### src/rtl/seq_max_ctrl_if.sv
// Handshake and result bundle for seq_max_ctrl: burst control, beat stream and reduced result.
interface seq_max_ctrl_if #(
  parameter int DW   = 4,
  parameter int MAXN = 8,
  parameter int IDXW = 3
);
  logic            start;
  logic [IDXW:0]   len;
  logic            in_valid;
  logic [DW-1:0]   in_data;
  logic            in_ready;
  logic            busy;
  logic            done;
  logic            empty;
  logic [DW-1:0]   max_val;
  logic [IDXW-1:0] max_idx;

  modport master (
    output start, len, in_valid, in_data,
    input  in_ready, busy, done, empty, max_val, max_idx
  );

  modport slave (
    input  start, len, in_valid, in_data,
    output in_ready, busy, done, empty, max_val, max_idx
  );
endinterface

### src/rtl/seq_max_ctrl.sv
// Burst max-reduction over sign-magnitude beats; one shared comparator,
// sequenced beat by beat, reporting the max and the index of its first occurrence.
module seq_max_ctrl #(
  parameter int DW   = 4,
  parameter int MAXN = 8,
  parameter int IDXW = 3
) (
  input  logic          clk,
  input  logic          reset,
  seq_max_ctrl_if.slave bus
);

  typedef enum logic [1:0] {IDLE, RUN, DONE} state_e;

  localparam logic [IDXW:0] MAXN_L = (IDXW+1)'(MAXN);

  state_e          state_q, state_d;
  logic [IDXW:0]   count_q, count_d;
  logic [IDXW:0]   len_eff_q, len_eff_d;
  logic [DW-1:0]   max_val_q, max_val_d;
  logic [IDXW-1:0] max_idx_q, max_idx_d;
  logic            empty_q, empty_d;
  logic            in_ready_q, in_ready_d;
  logic            busy_q, busy_d;
  logic            done_q, done_d;
  logic [IDXW:0]   len_clamped;

  // Strict sign-magnitude greater-than; +0 ranks above -0, equal encodings are not greater.
  function automatic logic sm_gt(input logic [DW-1:0] a, input logic [DW-1:0] b);
    logic          sa, sb;
    logic [DW-2:0] ma, mb;
    sa = a[DW-1];
    sb = b[DW-1];
    ma = a[DW-2:0];
    mb = b[DW-2:0];
    if (a == b)          return 1'b0;
    else if (sa != sb)   return sb;
    else if (!sa)        return ma > mb;
    else                 return ma < mb;
  endfunction

  always_comb begin
    state_d     = state_q;
    count_d     = count_q;
    len_eff_d   = len_eff_q;
    max_val_d   = max_val_q;
    max_idx_d   = max_idx_q;
    empty_d     = empty_q;
    len_clamped = (bus.len > MAXN_L) ? MAXN_L : bus.len;

    case (state_q)
      IDLE: begin
        if (bus.start) begin
          len_eff_d = len_clamped;
          count_d   = '0;
          empty_d   = 1'b0;
          if (len_clamped == '0) begin
            state_d   = DONE;
            empty_d   = 1'b1;
            max_val_d = '0;
            max_idx_d = '0;
          end else begin
            state_d = RUN;
          end
        end
      end
      RUN: begin
        if (bus.in_valid) begin
          if (count_q == '0 || sm_gt(bus.in_data, max_val_q)) begin
            max_val_d = bus.in_data;
            max_idx_d = count_q[IDXW-1:0];
          end
          count_d = count_q + 1'b1;
          if (count_q == len_eff_q - 1'b1) state_d = DONE;
        end
      end
      DONE:    state_d = IDLE;
      default: state_d = IDLE;
    endcase

    // Status outputs are registered by decoding the next state.
    in_ready_d = (state_d == RUN);
    busy_d     = (state_d != IDLE);
    done_d     = (state_d == DONE);
  end

  always_ff @(posedge clk or negedge reset) begin
    if (!reset) begin
      state_q    <= IDLE;
      count_q    <= '0;
      len_eff_q  <= '0;
      max_val_q  <= '0;
      max_idx_q  <= '0;
      empty_q    <= 1'b0;
      in_ready_q <= 1'b0;
      busy_q     <= 1'b0;
      done_q     <= 1'b0;
    end else begin
      state_q    <= state_d;
      count_q    <= count_d;
      len_eff_q  <= len_eff_d;
      max_val_q  <= max_val_d;
      max_idx_q  <= max_idx_d;
      empty_q    <= empty_d;
      in_ready_q <= in_ready_d;
      busy_q     <= busy_d;
      done_q     <= done_d;
    end
  end

  assign bus.in_ready = in_ready_q;
  assign bus.busy     = busy_q;
  assign bus.done     = done_q;
  assign bus.empty    = empty_q;
  assign bus.max_val  = max_val_q;
  assign bus.max_idx  = max_idx_q;

endmodule

### src/flat_wrapper.sv
// flat-port wrapper written by rule: the top's interface ports become plain ports
module seq_max_ctrl_flat 
#(
  parameter int DW   = 4,
  parameter int MAXN = 8,
  parameter int IDXW = 3
)
  (clk, reset, bus_start, bus_len, bus_in_valid, bus_in_data, bus_in_ready, bus_busy, bus_done, bus_empty, bus_max_val, bus_max_idx);
  seq_max_ctrl_if #(.DW(DW), .MAXN(MAXN), .IDXW(IDXW)) bus_i ();
  input  logic clk;
  input  logic reset;
  input wire logic [$bits(bus_i.start)-1:0] bus_start;
  input wire logic [$bits(bus_i.len)-1:0] bus_len;
  input wire logic [$bits(bus_i.in_valid)-1:0] bus_in_valid;
  input wire logic [$bits(bus_i.in_data)-1:0] bus_in_data;
  output wire logic [$bits(bus_i.in_ready)-1:0] bus_in_ready;
  output wire logic [$bits(bus_i.busy)-1:0] bus_busy;
  output wire logic [$bits(bus_i.done)-1:0] bus_done;
  output wire logic [$bits(bus_i.empty)-1:0] bus_empty;
  output wire logic [$bits(bus_i.max_val)-1:0] bus_max_val;
  output wire logic [$bits(bus_i.max_idx)-1:0] bus_max_idx;
  assign bus_i.start = bus_start;
  assign bus_i.len = bus_len;
  assign bus_i.in_valid = bus_in_valid;
  assign bus_i.in_data = bus_in_data;
  assign bus_in_ready = bus_i.in_ready;
  assign bus_busy = bus_i.busy;
  assign bus_done = bus_i.done;
  assign bus_empty = bus_i.empty;
  assign bus_max_val = bus_i.max_val;
  assign bus_max_idx = bus_i.max_idx;
  seq_max_ctrl #(.DW(DW), .MAXN(MAXN), .IDXW(IDXW)) u_core (.clk(clk), .reset(reset), .bus(bus_i));
endmodule
### config.mk
export PLATFORM = sky130hd
export DESIGN_NAME = seq_max_ctrl_flat
export DESIGN_NICKNAME = d
export VERILOG_FILES = /design/src/rtl/seq_max_ctrl_if.sv /design/src/rtl/seq_max_ctrl.sv /design/src/flat_wrapper.sv
export SDC_FILE = /design/constraint.sdc
export NUM_CORES = 1
export LEC_CHECK = 0
export BUFFER_PORTS_ARGS = -buffer_cell sky130_fd_sc_hd__buf_2
export CORE_ASPECT_RATIO = 0.9
export CORE_MARGIN = 1.5
export CORE_UTILIZATION = 50
export DETAILED_ROUTE_END_ITERATION = 16
export PLACE_DENSITY = 0.75
export SYNTH_ARGS = -nofsm -noshare
export SYNTH_HDL_FRONTEND = slang
export SYNTH_SLANG_ARGS = --single-unit
### constraint.sdc
create_clock -name clk -period 4 [get_ports clk]
set_input_delay 0 -clock clk [delete_from_list [all_inputs] [get_ports clk]]
set_output_delay 0 -clock clk [all_outputs]
set_load 0.05 [all_outputs]
==> key figures <==
Outcome
  • Status: complete, no violations

Final layout
  • Share of layout cells above drive strength 1: 22.1%
  • Sequential Area: 526 µm²
  • Area occupied by multi-input gates: 539 µm²
  • Non-Filler Instances: 165
  • Final nets: 159
  • Design area: 0.00136 mm²
  • Fillers: 156
  • Ant diodes: 0
  • Area growth syn-to-layout: 24.0%

Yosys
  • Synth Register Bits: 21
  • Area share of the largest cell type after synthesis: 47.8%
  • Count leader, synth: dfrtp_1
  • Seq/Total Area, Yosys: 47.8%
  • EDFF count, synth: 0
  • Post-synth top area cell: dfrtp_1
  • Post-Syn Area: 0.00110 mm²
  • Syn nets: 123
  • Syn_area_per_cell: 10.5 µm²
  • Synth unique cells: 30
  • Post-synthesis async set-or-reset flop share: 100%
  • Post-Synthesis Cells: 105
  • Primary FF master, synth: dfrtp_1
  • Top post-synthesis cells by area: dfrtp_1, ha_1, a22o_1
  • Synth warn: 0
  • Top cells by count, synth: dfrtp_1, nand2_1, a22o_1, inv_1, nor2_1

Clock tree
  • Worst-path clk slew: 100 ps
  • CTS tree: done
  • H-tree depth: 1
  • Clock root buffer: clkbuf_4
  • Hold bufs inserted after CTS: 10
  • Clock sink count: 21
  • Clock buffer depth: 2
  • Worst-Skew Late Latency: 300 ps
  • Resized cells post-CTS: 0
  • # Post-CTS Setup Buffers: 0
  • Num CTS Buffers: 3

Power
  • IR drop worst, VDD: 0.468 mV
  • Leak pwr: 0.659 nW
  • P per Cell Area: 836 mW/mm²

Critical path
  • WS Path Type: reg -> reg
  • Path depth of the worst reg2reg path: 7
  • CP Launch Type: flip-flop
  • RR Startpoint: u_core.bus.max_val[1]
  • Crit-path max FO: 7
  • Worst Setup End Kind: flip-flop
  • R2R Setup Slk: 1860 ps
  • WP data required: 4190 ps
  • Reg-to-reg endpoint: u_core.bus.max_val[1]
  • CP arrival: 2330 ps

Placement
  • Gp weighted congestion: 0.816
  • # port buffers: 22
  • Placed Cells: 151
  • Placed inst area: 0.00124 mm²
  • HPWL after DPL: 1630 µm

Floorplan
  • Die Y: 47.5 µm
  • Die area: 0.00249 mm²
  • Die Wd: 52.4 µm
  • Core footprint: 0.00199 mm²
  • Core Rows: 15
  • IO Count: 23
  • Initial Util: 55.2%

Drt
  • Initial drt markers: 20
  • Vias: 887
  • Post-route ant nets: 0
  • Detailed-route wire length per cell: 13.6 µm
  • DR DRC count: 0
  • WL final: 2250 µm
  • Drt pass-1 iters: 4
  • Via/cell ratio: 5.38

Timing
  • Ratio of final minimum period to clock period: 53.5%
  • RSZ-0062 raised after global routing: no
  • Worst-Margin Slew: 458 ps
  • # setup viols final: 0
  • Post-route setup TNS: 0 ps
  • Final Max Slew Viols: 0
  • Post-route minimum period: 2140 ps
  • Fin. Hold Viols: 0
  • Worst clock skew: 6.29 ps
  • F_max: 0.467 GHz
  • Rel. slew slack: 69.4%

Global routing
  • Vias in the first global route: 848
  • First-pass GRT wire length: 3790 µm
  • GR Overflow Total: 0
  • Total track usage: 21.5%
  • Largest net degree at the start of global routing: 22
  • Initial antenna violation count: 0

Worst hold path
  • Hold_sp: bus_in_valid
  • WHS Endpoint: u_core.count_q[0]
  • HP Class: in -> reg
  • Hold Crit Depth: 4

Run
  • Max cap viols: 0
==> final cells by class <==
type	count	area share, %
well taps	25	2.30
flip-flops and latches	21	38.6
inverters	8	2.20
repair buffers	32	15.4
multi-input cells	75	39.6
clock buffers	4	1.93
==> per-layer routing <==
metal  global-route usage [%]  vias up  wire length (µm)
li1                         -      441                 -
met1                     28.7      423              1070
met2                     36.3       21              1070
met3                     5.63        2                99
met4                     4.62        0                12
met5                        0        -                 0
==> cell usage in the layout (no fill, tap or decap), types with 2 or more instances in the layout <==
cell type / count
nand3b_1: 2
nand2_1: 13
ha_1: 6
a211o_1: 2
o21ai_1: 4
xor2_1: 4
buf_2: 22
dfrtp_1: 21
nand2b_1: 2
xnor2_1: 3
dlygate4sd3_1: 10
clkbuf_4: 3
a22o_1: 8
nand3_1: 2
nor2b_1: 2
nor2_1: 8
o21ai_0: 5
inv_1: 8
==> registers in the layout, summed over array words and instances (netlist names) <==
signal               flops
u_core.len_eff_q         4
u_core.bus.busy          1
u_core.bus.max_val       4
u_core.bus.max_idx       3
u_core.bus.empty         1
u_core.bus.in_ready      1
u_core.count_q           4
u_core.state_q           2
u_core.bus.done          1
==> report_power, final <==
| group | internal, mW | switching, mW | total, mW |
|---|---|---|---|
| sequential | 0.303 | 0.0830 | 0.386 |
| clock | 0.0389 | 0.0583 | 0.0971 |
| combinational | 0.244 | 0.413 | 0.656 |
==> logic make-up (layout without fill, tap and decap cells) <==
| group | after synthesis | after routing | share of synthesized area [%] |
|---|---|---|---|
| simple gates | 37 | 37 | 17.7 |
| flops | 21 | 21 | 47.8 |
| fa+ha+maj | 6 | 6 | 6.83 |
| xor+xnor | 7 | 7 | 5.58 |
| buf+inv | 9 | 44 | 3.07 |
| compound gates | 25 | 25 | 19.0 |
==> worst max-delay path, stage by stage (launching register included) <==
cell and delay, ps:
dfrtp_1 380, inv_1 50, ha_1 350, and3_1 190, a211oi_1 300, o22ai_2 170
a32o_2 350, a22o_1 250
==> worst max path at each step <==
stage	startpoint	end	slack (ps)
3_3_place_gp	u_core.bus.max_val[0]	u_core.bus.max_val[1]	1960
6_report	u_core.bus.max_val[1]	u_core.bus.max_val[1]	1860
5_1_grt	u_core.bus.max_val[1]	u_core.bus.max_val[2]	1770
2_1_floorplan	u_core.bus.max_val[1]	u_core.bus.max_idx[0]	1720
4_1_cts	u_core.bus.max_val[1]	u_core.bus.max_val[1]	1910
3_5_place_dp	u_core.bus.max_val[0]	u_core.bus.max_val[3]	1930
==> stage by stage <==
step                      hold slack [ps]  power [mW]  worst slack (ps)  utilization, %
final                                46.5        1.14              1860            68.5
after global routing                 51.1        1.23              1770            68.5
after detailed placement            -25.8        1.04              1930            62.1
after global placement              -30.1        1.01              1960            62.1
after CTS                            16.7        1.15              1910            68.5
after floorplan                      -296       0.891              1720               -
No activity file was read; power rests on OpenSTA's default activity.
